==> src/rtl/laser_search_ctrl.sv <==
// ---------------------------------------------------------------------------
// laser_search_ctrl
//
// Two-circle laser coverage search on a 16x16 grid. A round loads NUM_PTS
// target points, then alternately re-optimises circle 1 (SCAN_A) and
// circle 2 (SCAN_B). Each scan tries all 256 candidate centres, one per
// cycle, and scores every candidate against all points in that cycle. The
// search stops when a full C1+C2 pass stops improving or the pass cap is
// hit. The best pair is then reported with a one-cycle DONE pulse.
//
// Ports:
//   CLK        rising-edge clock
//   RST_N      asynchronous active-low reset
//   X, Y       point coordinates, sampled once per cycle while loading
//   C1X, C1Y   reported centre of circle 1 (held until next DONE/reset)
//   C2X, C2Y   reported centre of circle 2 (held until next DONE/reset)
//   COVER_CNT  points covered by the union of the reported circles
//   DONE       one-cycle pulse, outputs above are valid in that cycle
// ---------------------------------------------------------------------------
module laser_search_ctrl #(
    parameter int NUM_PTS    = 40,
    parameter int MAX_PASSES = 8
) (
    input  logic       CLK,
    input  logic       RST_N,
    input  logic [3:0] X,
    input  logic [3:0] Y,
    output logic [3:0] C1X,
    output logic [3:0] C1Y,
    output logic [3:0] C2X,
    output logic [3:0] C2Y,
    output logic [5:0] COVER_CNT,
    output logic       DONE
);

    localparam int PW = $clog2(MAX_PASSES + 1);

    typedef enum logic [1:0] {LOAD, SCAN_A, SCAN_B, REPORT} state_t;

    state_t        state;
    state_t        state_nxt;

    logic [3:0]    pt_x [NUM_PTS];
    logic [3:0]    pt_y [NUM_PTS];
    logic [5:0]    load_idx;

    // Centres are kept as packed grid indices: [3:0] = x, [7:4] = y.
    logic [7:0]    cand_idx;
    logic [7:0]    best_idx;
    logic [7:0]    best_idx_nxt;
    logic [7:0]    w1;
    logic [7:0]    w2;
    logic [7:0]    fixed_c;

    logic [5:0]    score;
    logic [5:0]    best_score;
    logic [5:0]    best_score_nxt;
    logic [5:0]    last_total;

    logic [PW-1:0] pass_cnt;
    logic [PW-1:0] pass_nxt;
    logic          scan_last;
    logic          stop;

    // Radius-4 coverage lookup: one row per |dx|, bit dy set when covered.
    function automatic logic covers(input logic [7:0] c,
                                    input logic [3:0] px,
                                    input logic [3:0] py);
        logic [3:0] dx;
        logic [3:0] dy;
        logic [7:0] row;
        dx = (c[3:0] >= px) ? (c[3:0] - px) : (px - c[3:0]);
        dy = (c[7:4] >= py) ? (c[7:4] - py) : (py - c[7:4]);
        case (dx)
            4'd0:    row = 8'b0001_1111;
            4'd1:    row = 8'b0000_1111;
            4'd2:    row = 8'b0000_1111;
            4'd3:    row = 8'b0000_0111;
            4'd4:    row = 8'b0000_0001;
            default: row = 8'b0000_0000;
        endcase
        return (dy <= 4'd4) && row[dy[2:0]];
    endfunction

    // Score the current candidate against the circle that is held fixed in
    // this scan, and track the running best. Only a strictly greater score
    // replaces the best, so the lowest candidate index wins ties.
    always_comb begin
        logic hit;
        hit     = 1'b0;
        score   = '0;
        fixed_c = (state == SCAN_B) ? w1 : w2;
        for (int i = 0; i < NUM_PTS; i++) begin
            hit   = covers(cand_idx, pt_x[i], pt_y[i]) |
                    covers(fixed_c, pt_x[i], pt_y[i]);
            score = score + {5'd0, hit};
        end
        best_idx_nxt   = best_idx;
        best_score_nxt = best_score;
        if (score > best_score) begin
            best_idx_nxt   = cand_idx;
            best_score_nxt = score;
        end
    end

    // State register.
    always_ff @(posedge CLK or negedge RST_N) begin
        if (!RST_N) begin
            state <= LOAD;
        end else begin
            state <= state_nxt;
        end
    end

    // Next-state and DONE. After a C2 scan the round ends if the pass total
    // did not improve on the previous pass, or the pass cap has been hit.
    always_comb begin
        state_nxt = state;
        DONE      = 1'b0;
        scan_last = (cand_idx == 8'hFF);
        pass_nxt  = pass_cnt + PW'(1);
        stop      = (best_score_nxt <= last_total) ||
                    (pass_nxt >= PW'(MAX_PASSES));
        case (state)
            LOAD: begin
                if (load_idx == 6'(NUM_PTS - 1)) begin
                    state_nxt = SCAN_A;
                end
            end
            SCAN_A: begin
                if (scan_last) begin
                    state_nxt = SCAN_B;
                end
            end
            SCAN_B: begin
                if (scan_last) begin
                    state_nxt = stop ? REPORT : SCAN_A;
                end
            end
            REPORT: begin
                DONE      = 1'b1;
                state_nxt = LOAD;
            end
            default: state_nxt = LOAD;
        endcase
    end

    // Datapath: point store, scan bookkeeping and reported results. The
    // outputs are loaded on the edge that enters REPORT so they are valid
    // while DONE is high, and then simply hold.
    always_ff @(posedge CLK or negedge RST_N) begin
        if (!RST_N) begin
            for (int i = 0; i < NUM_PTS; i++) begin
                pt_x[i] <= '0;
                pt_y[i] <= '0;
            end
            load_idx   <= '0;
            cand_idx   <= '0;
            best_idx   <= '0;
            best_score <= '0;
            w1         <= '0;
            w2         <= '0;
            last_total <= '0;
            pass_cnt   <= '0;
            C1X        <= '0;
            C1Y        <= '0;
            C2X        <= '0;
            C2Y        <= '0;
            COVER_CNT  <= '0;
        end else begin
            case (state)
                LOAD: begin
                    pt_x[load_idx] <= X;
                    pt_y[load_idx] <= Y;
                    load_idx   <= (load_idx == 6'(NUM_PTS - 1)) ? 6'd0 : load_idx + 6'd1;
                    cand_idx   <= '0;
                    best_idx   <= '0;
                    best_score <= '0;
                    w1         <= '0;
                    w2         <= '0;
                    last_total <= '0;
                    pass_cnt   <= '0;
                end
                SCAN_A, SCAN_B: begin
                    cand_idx <= cand_idx + 8'd1;
                    if (scan_last) begin
                        best_idx   <= '0;
                        best_score <= '0;
                        pass_cnt   <= pass_nxt;
                        if (state == SCAN_A) begin
                            w1 <= best_idx_nxt;
                        end else begin
                            w2 <= best_idx_nxt;
                            if (stop) begin
                                C1X       <= w1[3:0];
                                C1Y       <= w1[7:4];
                                C2X       <= best_idx_nxt[3:0];
                                C2Y       <= best_idx_nxt[7:4];
                                COVER_CNT <= best_score_nxt;
                            end else begin
                                last_total <= best_score_nxt;
                            end
                        end
                    end else begin
                        best_idx   <= best_idx_nxt;
                        best_score <= best_score_nxt;
                    end
                end
                default: begin
                end
            endcase
        end
    end

endmodule

==> config.mk <==
export PLATFORM = sky130hd
export DESIGN_NAME = laser_search_ctrl
export DESIGN_NICKNAME = d
export VERILOG_FILES = /design/src/rtl/laser_search_ctrl.sv
export SDC_FILE = /design/constraint.sdc
export NUM_CORES = 2
export LEC_CHECK = 0
export BUFFER_PORTS_ARGS = -buffer_cell sky130_fd_sc_hd__buf_2
export CAP_MARGIN = 30
export CORE_AREA = 4 4 303 603
export CTS_BUF_LIST = sky130_fd_sc_hd__clkbuf_16
export DETAILED_ROUTE_END_ITERATION = 16
export DIE_AREA = 0 0 307 607
export PLACE_DENSITY = 0.6
export REMOVE_ABC_BUFFERS = 1
export SYNTH_ARGS = -nofsm -noshare
export SYNTH_HDL_FRONTEND = slang
export SYNTH_SLANG_ARGS = --single-unit
==> constraint.sdc <==
create_clock -name CLK -period 22.9 [get_ports CLK]
set_input_delay 0 -clock CLK [delete_from_list [all_inputs] [get_ports CLK]]
set_output_delay 0 -clock CLK [all_outputs]
set_load 0.05 [all_outputs]
==> impl_metrics.py <==
metrics = {
    "clocking": {
        "post_cts_buffers": 0,
        "cts_hold_buf": 9,
        "cts_buffers": 45,
        "clk_latency_ns": 0.65,
        "root_buffer": "clkbuf_16",
        "clock_sinks": 398,
        "clockBufferDepth": 3,
        "htreeDepth": 2,
        "cts_tree": "done",
        "postCtsResizedCells": 0,
        "clk_pin_slew_ns": 0.07,
    },
    "cells_and_area": {
        "finalNonFillerCells": 9242,
        "areaGrowthSynthToFinish_pct": 8.42,
        "drive_gt1_share_pct": 8.35,
        "design_area_um2": 67200,
        "fillCellCount": 17769,
        "nets": 8459,
    },
    "sta": {
        "fmax_ghz": 0.0695,
        "final-setup-viol-count": 0,
        "min_period_ns": 14.39,
        "setup_tns_ns": 0,
        "slew_viol_final": 0,
        "hold_viol": 0,
        "finalWorstSetupSlack_ns": 8.51,
        "max_slew.worst_pin.slew_ns": 1.06,
        "rsz0062_at_grt": "no",
        "finClkSkew_ns": 0.0220,
        "period_share_pct": 62.8,
        "relSlewSlack_pct": 29.5,
    },
    "floorplan": {
        "start_util_pct": 34.8,
        "die_area_um2": 186000,
        "die_w_um": 307,
        "coreArea_um2": 178000,
        "ios": 33,
        "fp-row-count": 219,
        "chipHeight_um": 607,
    },
    "power": {
        "power_density_nw_per_um2": 53.9,
        "power.leakage_nw": 31.0,
        "power.total_mw": 3.62,
        "ir_drop_mv": 0.509,
    },
    "critical_path": {
        "path_buf_inv": 10,
        "cp.arrival_ns": 14.92,
        "cp_top_family": "adder cells",
        "cp-end-kind": "flip-flop",
        "critical_path_class": "reg -> reg",
        "critPathMaxStageDelay_ns": 0.82,
        "crit_required_ns": 23.43,
        "slowest_stage": "o31ai_1",
        "path_common_cell": "fa_1",
        "crit_fanout": 38,
        "startpoint_type": "flip-flop",
    },
    "yosys": {
        "yosysTopAreaCellShare_pct": 24.8,
        "synth_largest_area_cell": "ha_1",
        "synth_cell_types": 85,
        "synth_top_flop_cell": "dfrtp_1",
        "yosysWarnings": 0,
        "synth-async-reset-ratio_pct": 100,
        "netlist_area_um2": 62000,
        "synth_edf_count": 0,
        "yosysSeqAreaShare_pct": 16.1,
        "synth_area_per_cell_um2": 9.12,
        "ys_ff_latch": 398,
        "ys_top_cells_by_area": "ha_1 (25%), dfrtp_1 (16%), fa_1 (11%)",
        "netlist_instances": 6793,
    },
    "place": {
        "dp_cells": 9150,
        "gp_congestion": 0.908,
        "io_buffer_count": 32,
        "place_ws_ns": 8.46,
        "dpl.hpwl_um": 147000,
        "dpl_cell_area_um2": 65700,
    },
    "grt": {
        "track_usage_pct": 21.9,
        "grt_pass1_vias": 55617,
        "grt_max_degree": 128,
        "grt_pass1_wl_um": 317000,
        "antenna_found_initial": 2,
        "gr-total-overflow": 0,
    },
    "detailed_routing": {
        "detail_route.vias_per_cell": 5.73,
        "drt-pass1-iter-count": 6,
        "drc": 0,
        "wirelength_um": 209000,
        "detail_route.iter0.violations": 3133,
        "ant_nets": 0,
        "wl_per_cell_um": 22.6,
        "vias": 52928,
    },
    "job": {
        "drv_cap": 0,
    },
    "outcome": {
        "outcome": "complete, no violations",
    },
    "worst_hold_path": {
        "min_path_type": "in -> async",
    },
}
==> final cells by class <==
type                       count  area, um^2  share of cell area (%)
multi-input combinational   5491       48700                    72.5
sequential                   398        9990                    14.9
inverter                     815        3090                    4.60
tap                         2320        2900                    4.32
clock buffer                  45        1130                    1.68
timing repair buffer         136        1120                    1.67
clock inverter                36         235                   0.350
antenna                        1        2.50                 0.00372
==> worst register-to-register path, delay by kind of cell (launching register included) <==
kind            cells  cell delay (ns)
simple gates        5             0.94
fa+ha+maj          14             5.54
buf+inv            10             2.34
compound gates     10             2.97
xor+xnor            2             0.31
flops               1             0.44
mux                 4             1.72
==> stage by stage <==
stage | hold WS [ns] | util [%]
after global routing | 0.129 | 37.8
after global placement | 0.151 | 36.8
after floorplan | -0.296 | -
final | 0.0455 | 37.8
after CTS | 0.0598 | 37.8
after detailed placement | 0.158 | 36.9
==> worst paths after layout <==
check	cells past startpoint	slack [ns]	endpoint	startpoint
max reg2reg	45	8.51	C1Y[3]$_DFFE_PN0P_	state[0]$_DFFE_PN0P_
max in group asynchronous	5	19.93	pt_y[86]$_DFFE_PN0P_	RST_N
min	2	0.05	pt_x[145]$_DFFE_PN0P_	RST_N
min reg2reg	2	0.48	w2[2]$_DFFE_PN0P_	w2[2]$_DFFE_PN0P_
min in group CLK	4	0.26	pt_x[11]$_DFFE_PN0P_	X[3]
max	45	8.51	C1Y[3]$_DFFE_PN0P_	state[0]$_DFFE_PN0P_
==> synth_stat cells (all sizes together), types with 27 or more instances <==
cell type  instances
nand2b            27
o21bai            50
xnor2             86
nand2            523
clkbuf            80
a211o             32
nor2b            110
a21boi            28
fa               336
maj3              54
a21oi            448
nand4             30
mux2i            331
nor3              97
xor2              94
o21ai            566
inv              814
ha              1226
a211oi            70
a21o             110
o21a              96
o31ai             53
nor2             123
a31oi             92
dfrtp            398
o211ai            68
nand3             80
mux2             305
==> logic make-up (layout without fill, tap and decap cells) <==
logic type                 count (synthesis)  in the layout  share of synthesized area, %
adders and majority gates               1616           1616                          36.5
AOI/OAI and AO/OA                       1911           1911                          19.7
other                                      0              1                             0
muxes                                    636            636                          10.9
xor gates and xnor gates                 180            180                          2.54
and+or+nand+nor                         1148           1148                          8.82
buffers and inverters                    904           1032                          5.49
DFF                                      398            398                          16.1
==> flip-flops by register name, indices dropped and copies added, names as in the netlist <==
signal      cells
C2X             4
best_idx        8
COVER_CNT       6
best_score      6
C2Y             4
pass_cnt        4
w1              8
C1X             4
state           2
pt_y          160
C1Y             4
cand_idx        8
w2              8
load_idx        6
pt_x          160
last_total      6
==> cells in the final DEF, fill, tap and decap left out, types with 27 or more instances in the layout <==
master,synthesis,layout
nor3_1,96,95
mux2_2,305,300
o21ai_1,46,46
o21a_1,96,96
inv_1,814,810
fa_1,336,336
o31ai_1,53,53
nand3_1,80,80
xor2_1,94,94
o21bai_1,50,50
xnor2_1,86,86
a21oi_1,445,444
nor2b_1,110,110
nand2_1,523,523
nand2b_1,27,27
o211ai_1,68,68
a21o_1,110,110
a31oi_1,90,90
maj3_1,54,54
nand4_1,30,30
clkbuf_16,0,45
a21boi_0,28,28
o21ai_0,519,519
mux2i_1,330,328
ha_1,1226,1226
buf_4,0,87
a211o_1,32,32
dfrtp_1,398,390
a211oi_1,70,70
nor2_1,123,123
==> report_power, final <==
part | leakage (nW) | switching [mW] | internal (mW) | total (mW)
combinational | 25.6 | 1.17 | 0.900 | 2.07
clock | 0.684 | 0.372 | 0.381 | 0.753
sequential | 4.78 | 0.0435 | 0.753 | 0.796
==> metal layers <==
layer / up-vias / track usage, % / part of all wire (%)
met1: 26082 / 22.1 / 36
met4: 2 / 17.3 / 9.4
met2: 1554 / 40.7 / 50
met5: - / 0 / 0.0062
met3: 792 / 2.64 / 4.4
li1: 24498 / - / -
Note: power is estimated with default switching activity, not from simulation.
